`config.mk`:
```
export PLATFORM = sky130hd
export DESIGN_NAME = conv1_stream_feeder
export DESIGN_NICKNAME = d
export VERILOG_FILES = /design/src/rtl/conv1_stream_feeder.sv
export SDC_FILE = /design/constraint.sdc
export NUM_CORES = 1
export LEC_CHECK = 0
export BUFFER_PORTS_ARGS = -buffer_cell sky130_fd_sc_hd__buf_4
export CORE_MARGIN = 2
export CORE_UTILIZATION = 50
export CTS_CLUSTER_DIAMETER = 100
export DETAILED_ROUTE_END_ITERATION = 12
export PLACE_DENSITY = 0.77
export SETUP_SLACK_MARGIN = 0.2
export SYNTH_ARGS = -nofsm -noshare
export SYNTH_HDL_FRONTEND = slang
export SYNTH_SLANG_ARGS = --single-unit
```
`constraint.sdc`:
```
create_clock -name clk -period 4.9 [get_ports clk]
set_input_delay 0.49 -clock clk [delete_from_list [all_inputs] [get_ports clk]]
set_output_delay 0.49 -clock clk [all_outputs]
set_load 0.05 [all_outputs]
```
`src/rtl/conv1_stream_feeder.sv`:
```
// Input-side sequencer for the six-filter first convolution layer.
// Walks every valid output position, issues image/weight reads one tap per
// cycle, and presents the returned pixel plus six filter weights as a gapless
// term stream tagged with window first/last markers.

// One output lane: gates the shared pixel and its filter's weight so that
// idle cycles present zeros to the downstream accumulator.
module conv1_lane #(
  parameter int BITWIDTH = 8
) (
  input  logic                vld,
  input  logic [BITWIDTH-1:0] pix,
  input  logic [BITWIDTH-1:0] wgt,
  output logic [BITWIDTH-1:0] data,
  output logic [BITWIDTH-1:0] weight
);
  // zero the term whenever no live read is returning
  always_comb begin
    data   = vld ? pix : '0;
    weight = vld ? wgt : '0;
  end
endmodule

module conv1_stream_feeder #(
  parameter int BITWIDTH       = 8,
  parameter int FILTER_WIDTH   = 5,
  parameter int FILTER_HEIGHT  = 5,
  parameter int FILTER_CHANNEL = 3,
  parameter int IMG_WIDTH      = 32,
  parameter int IMG_HEIGHT     = 32,
  parameter int IMG_ADDR_W     = 12,
  parameter int WGT_ADDR_W     = 7
) (
  input  logic                  clk,
  input  logic                  reset,
  input  logic                  start,
  output logic                  busy,
  output logic                  done,
  output logic [IMG_ADDR_W-1:0] img_addr,
  input  logic [BITWIDTH-1:0]   img_data,
  output logic [WGT_ADDR_W-1:0] wgt_addr,
  input  logic [6*BITWIDTH-1:0] wgt_data,
  output logic                  term_valid,
  output logic                  win_first,
  output logic                  win_last,
  output logic [7:0]            out_row,
  output logic [7:0]            out_col,
  output logic [BITWIDTH-1:0]   data1,
  output logic [BITWIDTH-1:0]   data2,
  output logic [BITWIDTH-1:0]   data3,
  output logic [BITWIDTH-1:0]   data4,
  output logic [BITWIDTH-1:0]   data5,
  output logic [BITWIDTH-1:0]   data6,
  output logic [BITWIDTH-1:0]   weight1,
  output logic [BITWIDTH-1:0]   weight2,
  output logic [BITWIDTH-1:0]   weight3,
  output logic [BITWIDTH-1:0]   weight4,
  output logic [BITWIDTH-1:0]   weight5,
  output logic [BITWIDTH-1:0]   weight6
);
  localparam int NUM_LANES = 6;
  localparam int STAGES    = 1;
  localparam int OH        = IMG_HEIGHT - FILTER_HEIGHT + 1;
  localparam int OW        = IMG_WIDTH - FILTER_WIDTH + 1;
  localparam int PLANE     = IMG_HEIGHT * IMG_WIDTH;

  localparam logic [IMG_ADDR_W-1:0] W_STEP     = IMG_ADDR_W'(IMG_WIDTH);
  localparam logic [IMG_ADDR_W-1:0] PLANE_STEP = IMG_ADDR_W'(PLANE);

  typedef enum logic [1:0] {S_IDLE, S_RUN, S_DRAIN, S_DONE} state_t;

  // window tag travelling alongside the read in flight
  typedef struct packed {
    logic       first;
    logic       last;
    logic [7:0] row;
    logic [7:0] col;
  } tag_t;

  state_t state, state_nx;

  // loop counters, innermost first
  logic [7:0] kx, ky, ch, ocol, orow;
  // running bases: row start of current output row, window origin,
  // channel origin within window, kernel-row origin within channel
  logic [IMG_ADDR_W-1:0] line_base, win_base, ch_base, row_base;
  logic [IMG_ADDR_W-1:0] img_q;
  logic [WGT_ADDR_W-1:0] wgt_q;

  logic issue;
  logic kx_last, ky_last, ch_last, col_last, row_last, tap_last, final_tap;

  assign issue     = (state == S_RUN);
  assign kx_last   = (kx   == 8'(FILTER_WIDTH - 1));
  assign ky_last   = (ky   == 8'(FILTER_HEIGHT - 1));
  assign ch_last   = (ch   == 8'(FILTER_CHANNEL - 1));
  assign col_last  = (ocol == 8'(OW - 1));
  assign row_last  = (orow == 8'(OH - 1));
  assign tap_last  = kx_last & ky_last & ch_last;
  assign final_tap = tap_last & col_last & row_last;

  // state register
  always_ff @(posedge clk) begin
    if (reset) state <= S_IDLE;
    else       state <= state_nx;
  end

  // next-state: one pass per accepted start, start ignored otherwise
  always_comb begin
    state_nx = state;
    case (state)
      S_IDLE:  if (start) state_nx = S_RUN;
      S_RUN:   if (final_tap) state_nx = S_DRAIN;
      S_DRAIN: state_nx = S_DONE;
      S_DONE:  state_nx = S_IDLE;
      default: state_nx = S_IDLE;
    endcase
  end

  assign busy = (state != S_IDLE);
  assign done = (state == S_DONE);

  // address walk: adders only, every base steps by a constant; counters and
  // bases all fall back to zero after the final tap so idle addresses are 0
  always_ff @(posedge clk) begin
    if (reset) begin
      kx <= '0; ky <= '0; ch <= '0; ocol <= '0; orow <= '0;
      line_base <= '0; win_base <= '0; ch_base <= '0; row_base <= '0;
      img_q <= '0; wgt_q <= '0;
    end else if (issue) begin
      if (!kx_last) begin
        kx    <= kx + 8'd1;
        img_q <= img_q + 1'b1;
        wgt_q <= wgt_q + 1'b1;
      end else begin
        kx <= '0;
        if (!ky_last) begin
          ky       <= ky + 8'd1;
          row_base <= row_base + W_STEP;
          img_q    <= row_base + W_STEP;
          wgt_q    <= wgt_q + 1'b1;
        end else begin
          ky <= '0;
          if (!ch_last) begin
            ch       <= ch + 8'd1;
            ch_base  <= ch_base + PLANE_STEP;
            row_base <= ch_base + PLANE_STEP;
            img_q    <= ch_base + PLANE_STEP;
            wgt_q    <= wgt_q + 1'b1;
          end else begin
            ch    <= '0;
            wgt_q <= '0;
            if (!col_last) begin
              ocol     <= ocol + 8'd1;
              win_base <= win_base + 1'b1;
              ch_base  <= win_base + 1'b1;
              row_base <= win_base + 1'b1;
              img_q    <= win_base + 1'b1;
            end else begin
              ocol <= '0;
              if (!row_last) begin
                orow      <= orow + 8'd1;
                line_base <= line_base + W_STEP;
                win_base  <= line_base + W_STEP;
                ch_base   <= line_base + W_STEP;
                row_base  <= line_base + W_STEP;
                img_q     <= line_base + W_STEP;
              end else begin
                orow      <= '0;
                line_base <= '0;
                win_base  <= '0;
                ch_base   <= '0;
                row_base  <= '0;
                img_q     <= '0;
              end
            end
          end
        end
      end
    end
  end

  assign img_addr = img_q;
  assign wgt_addr = wgt_q;

  // tag for the read being issued this cycle; zero when nothing is issued
  tag_t tag_d, tag_q;
  always_comb begin
    tag_d = '0;
    if (issue) begin
      tag_d.first = (kx == 8'd0) && (ky == 8'd0) && (ch == 8'd0);
      tag_d.last  = tap_last;
      tag_d.row   = orow;
      tag_d.col   = ocol;
    end
  end

  // valid pipe matched to the one-cycle memory read latency
  logic [STAGES:1] vld_q;
  wire  [STAGES:0] vld_pipe = {vld_q, issue};

  // delay valid and window tag to line up with returning read data
  always_ff @(posedge clk) begin
    if (reset) begin
      vld_q <= '0;
      tag_q <= '0;
    end else begin
      vld_q <= vld_pipe[STAGES-1:0];
      tag_q <= tag_d;
    end
  end

  assign term_valid = vld_pipe[STAGES];
  assign win_first  = tag_q.first;
  assign win_last   = tag_q.last;
  assign out_row    = tag_q.row;
  assign out_col    = tag_q.col;

  logic [NUM_LANES-1:0][BITWIDTH-1:0] wgt_in, lane_data, lane_wgt;
  assign wgt_in = wgt_data;

  for (genvar i = 0; i < NUM_LANES; i++) begin : g_lane
    conv1_lane #(.BITWIDTH(BITWIDTH)) u_lane (
      .vld    (term_valid),
      .pix    (img_data),
      .wgt    (wgt_in[i]),
      .data   (lane_data[i]),
      .weight (lane_wgt[i])
    );
  end

  assign data1 = lane_data[0];
  assign data2 = lane_data[1];
  assign data3 = lane_data[2];
  assign data4 = lane_data[3];
  assign data5 = lane_data[4];
  assign data6 = lane_data[5];
  assign weight1 = lane_wgt[0];
  assign weight2 = lane_wgt[1];
  assign weight3 = lane_wgt[2];
  assign weight4 = lane_wgt[3];
  assign weight5 = lane_wgt[4];
  assign weight6 = lane_wgt[5];

endmodule

```
Word level (Yosys, flattened, before mapping) --
Index checks and enable logic that the tools add are counted.
Storage, ports and cells: word-level logic and storage cells 79, register bits after elaboration 128, output and inout bits 136, bits of input ports 59
Operators by class: bitwise logic cells 5, reductions and logical operators 13, mux-type cells 23, add/sub/neg operators 11, equal/unequal tests 10
Operators with widths (count):
- $mux 8 | 12
- $mux 12 | 5
- $add 8x1->8 const B | 5
- $add 12x1->12 const B | 2
- $add 12x6->12 const B | 2
- $logic_not 8->1 | 3
- $mux 7 | 3
- $eq 8x3->1 const B | 2
- $eq 8x5->1 const B | 2
- $add 12x11->12 const B | 1
- $eq 8x2->1 const B | 1
- $pmux 2 s4 | 1
- $add 7x1->7 const B | 1
- $reduce_and 5->1 | 1
- $and 1x1->1 | 4
- $eq 2x2->1 const B | 2
- $mux 2 | 2
- $reduce_and 2->1 | 2
- $reduce_and 4->1 | 1
- $reduce_and 3->1 | 1
- $eq 2x1->1 const B | 1
- $logic_and 1x1->1 | 2
- $logic_not 2->1 | 1
- $ne 2x1->1 const B | 1
- 4 further kinds | 4

Longest topological paths before layout --
depth after elaboration 7, depth in mapped cells 10

Cells and area by module --
Synthesis repeated with hierarchy kept, for this count alone.
Second synthesis, totals: cells, all modules 794, area total of the unflattened synthesis 6894.1 um^2
By module, submodules not included:
- conv1_stream_feeder | area each 6135.9 um^2, times used 1, cells each 692
- conv1_lane | area each 126.4 um^2, times used 6, cells each 17

Worst setup path before layout --
No wires, ideal clock.
path kind flip-flop to output port, start reg vld_q (netlist: term_valid), end out data2[0], setup slack 2.671 ns, cell stages (with the launch flop) 4, path buffers 2, arrival time 1.739 ns, path through dfxtp_1 -> clkbuf_1 -> and2_1 -> buf_4
Between the ends: longest elaborated chain between the ends 1
Ends and longest elaborated chain:
- from (decl) | RTL line 199 | logic [STAGES:1] vld_q;
- from (signal assigned) | RTL line 208 | vld_q <= vld_pipe[STAGES-1:0];
- $mux 8
- to (decl) | RTL line 49 | output logic [BITWIDTH-1:0] data2,
Every way passes these cells.

Worst setup path after layout --
start reg state[1], end reg img_q[10] (netlist: img_addr[10])
Between the ends: longest elaborated chain between the ends 1
Ends and longest elaborated chain:
- from (decl) | RTL line 80 | state_t state, state_nx;
- from (signal assigned) | RTL line 105 | else state <= state_nx;
- $eq 2x1->1 | RTL line 93 | assign issue = (state == S_RUN);
- via issue | RTL line 90 | logic issue;
- to (signal assigned) | RTL line 133 | img_q <= img_q + 1'b1;
- to (signal assigned) | RTL line 140 | img_q <= row_base + W_STEP;
- to (signal assigned) | RTL line 148 | img_q <= ch_base + PLANE_STEP;
- to (decl) | RTL line 87 | logic [IMG_ADDR_W-1:0] img_q;
The timed path passes the listed nets, and every way through them passes these cells. A chain may end at the register's enable or synchronous reset.

==> summary.txt <==
CTS
  • TritonCTS clock tree: yes
  • CTS buffer count: 17
  • Clk sink count: 128
  • Postcts setup bufs: 0
  • CTS HTree Levels: 4
  • Clock Root Buffer: clkbuf_16
  • Post-CTS sizing: 0
  • Cts hold-fix bufs: 0
  • Clk slew on worst S/H paths: 50 ps
  • Deepest clock path buffer count: 2
  • Worst-Skew Late Latency: 430 ps

Synth
  • Yosys reg bits: 128
  • Synth warn: 0
  • Syn Area/Cell: 8.28 um^2
  • EDFF count, synth: 0
  • Synthesized Nets: 899
  • Post-Syn Area: 0.00680 mm^2
  • Count of different cell masters after synthesis: 63
  • Async set-reset flop share out of synthesis: 0%
  • Primary FF master, synth: dfxtp_1
  • Mapped Cells: 821
  • Seq/Total Area, Yosys: 37.7%

Final layout
  • Commonest non-fill, non-tap cell in the layout: buf_4
  • Antenna diodes: 0
  • Final Net Count: 1036
  • Layout overhead on the synthesized area: 26.4%
  • Layout cell share with drive strength beyond 1: 24.9%
  • Commonest cells after routing, fill and taps aside: 198 x buf_4, 128 x dfxtp_1, 69 x nor2_1

Critical path
  • Top cell by count, worst path: a21oi_1
  • CP top delay family: compound AO/OA/AOI/OAI gates
  • Crit path required time: 5180 ps
  • CP max FO: 21
  • Crit Path Class: reg -> reg
  • Worst Setup End Kind: flip-flop
  • Crit-path max cell delay: 680 ps
  • R2R setup slack: 1910 ps
  • CP Launch Type: flip-flop
  • CP bufs+invs: 3
  • Critical path arrival: 3270 ps
  • R2r startpoint: state[1]
  • Crit-path slowest cell: o21ai_0
  • Reg-to-Reg End: img_addr[10]
  • R2r worst-path depth: 9
  • Worst-path cell chain: inv_1 -> ha_1 -> buf_4 -> nand4b_1 -> o21ai_0 -> buf_4 -> a21oi_1 -> a21oi_1 -> a21oi_1

STA
  • Maximum clock rate: 335 MHz
  • Final setup TNS: 0 ps
  • # setup viols final: 0
  • Slew Limit Headroom: 37.3%
  • Hold Vio Cnt, Final: 0
  • Max Clock Skew: 19.9 ps
  • RSZ-0062 raised after global routing: false
  • Slew @ Worst Pin: 939 ps
  • Final Critical Period: 2990 ps
  • Tcrit/Tclk final: 61.0%
  • Max-slew violation count: 0

Worst hold path
  • Hold Path Cell Cnt: 2
  • Hold_sp: ch_base[5]
  • Hold worst-path end: ch_base[5]
  • HP Class: reg -> reg

Die
  • FP Rows: 42
  • Die Width: 121 um
  • Die Area: 0.0145 mm^2
  • Overall die height: 121 um
  • Starting density of the core: 51.3%
  • Top-level I/O count: 195
  • Core area: 0.0132 mm^2

Global routing
  • Vias in the first global route: 5636
  • Initial antenna violation count: 0
  • GRT Util Overall: 25.2%
  • Total grt overflow: 0
  • Largest net degree at the start of global routing: 58
  • First-pass GRT wire length: 29.1 mm

Route
  • Detailed Route WL: 18.5 mm
  • Drc violations: 0
  • Drt pass-1 iters: 5
  • Drt initial violations: 413
  • Via count: 6305
  • Routed Antenna Nets: 0
  • Vias per inst: 5.51
  • WL/cell: 16.1 um

Placement
  • Detail Placement HPWL: 13.7 mm
  • # port buffers: 194
  • Gp weighted congestion: 0.913

Power and ir drop
  • Power density over cell area: 373 mW/mm^2
  • Worst VDD drop: 0.223 mV
  • Overall Power: 3200 uW
  • Static Leak: 0.00368 uW

Status
  • Status: finished, final reports clean

Run
  • Max-Cap Viols: 0
==> per-stage QoR <==
| step | hold slack (ps) | utilization, % | cell area [um^2] | worst slack, ps | cells |
|---|---|---|---|---|---|
| finish | 435 | 64.9 | 8600 | 1910 | 1145 |
| global placement | 434 | 60.6 | 8030 | 2070 | 1115 |
| detailed placement | 425 | 60.6 | 8030 | 1970 | 1115 |
| floorplan | 410 | - | 6800 | 2670 | 821 |
| global route | 466 | 64.9 | 8600 | 1590 | 1145 |
| CTS | 434 | 64.9 | 8600 | 1950 | 1145 |
==> worst max-delay path by stage <==
| stage | startpoint | to | slack (ps) | depth (start not counted) |
|---|---|---|---|---|
| 2_1_floorplan | term_valid | data2[0] | 2670 | 3 |
| 3_3_place_gp | state[1] | img_addr[10] | 2070 | 9 |
| 3_5_place_dp | state[1] | img_addr[10] | 1970 | 9 |
| 4_1_cts | state[1] | img_addr[10] | 1950 | 9 |
| 5_1_grt | state[1] | img_addr[10] | 1590 | 9 |
| 6_report | state[1] | img_addr[10] | 1910 | 9 |
==> cell type report <==
cell class / instances / area (um^2)
inverters: 22 / 82.6
clock inverters: 6 / 82.6
multi-input cells: 591 / 3680
fillers: 1197 / 4650
clock buffers: 24 / 482
well taps: 176 / 220
repair buffers: 198 / 1490
flip-flops and latches: 128 / 2560
==> synthesized netlist by cell type (3+ instances only) <==
library cell	number	area [um^2]
xnor2_1	22	193
a31oi_1	4	25.0
dfxtp_1	128	2560
o21ai_0	47	235
nor2_1	69	259
o31ai_1	7	52.6
and2_1	65	407
or3_1	12	75.1
nand4b_1	6	52.6
buf_2	8	40.0
a211oi_1	6	45.0
clkbuf_1	27	101
or4_1	9	67.6
nand4_1	21	131
o21ai_1	3	15.0
nor4_1	8	50.1
a21oi_1	46	230
nand3_1	42	210
and3_1	29	181
nor3_1	16	80.1
o211ai_1	6	45.0
o21a_1	8	60.1
a22o_1	3	26.3
buf_4	41	308
inv_1	22	82.6
or2_2	3	18.8
mux2i_1	12	120
xor2_1	24	210
a31o_2	4	35.0
ha_1	19	238
nand2_1	59	221
==> worst reg2reg max path, stage by stage (launching register included) <==
cell and delay (ps):
dfxtp_1 330, inv_1 110, ha_1 610, buf_4 380, nand4b_1 200, o21ai_0 680
buf_4 280, a21oi_1 60, a21oi_1 130, a21oi_1 60
==> per-layer routing <==
layer | GRT usage [%] | share of wire (%)
met1 | 33.0 | 43
met2 | 40.0 | 46
met3 | 5.94 | 7.9
met4 | 10.5 | 2.4
met5 | 0 | 0
==> sequential cells by signal (all words and copies together), names as in the netlist <==
signal / cells
wgt_addr: 7
line_base: 12
ocol: 8
win_last: 1
out_row: 8
win_base: 12
state: 2
orow: 8
win_first: 1
ky: 8
term_valid: 1
ch: 8
img_addr: 12
out_col: 8
kx: 8
row_base: 12
ch_base: 12
==> logic make-up after synthesis <==
family	synth area share [%]
AOI/OAI and AO/OA	14.1
xor gates and xnor gates	5.93
adders and majority gates	3.50
buffers and inverters	8.17
DFF	37.7
muxes	1.77
and+or+nand+nor	28.8
==> power breakdown <==
group	internal, uW	leakage (uW)	switching [uW]
clock	779	0.000276	435
combinational	256	0.00237	638
sequential	1070	0.00103	29.2
total	2100	0.00368	1100
No activity file was read; power rests on OpenSTA's default activity.
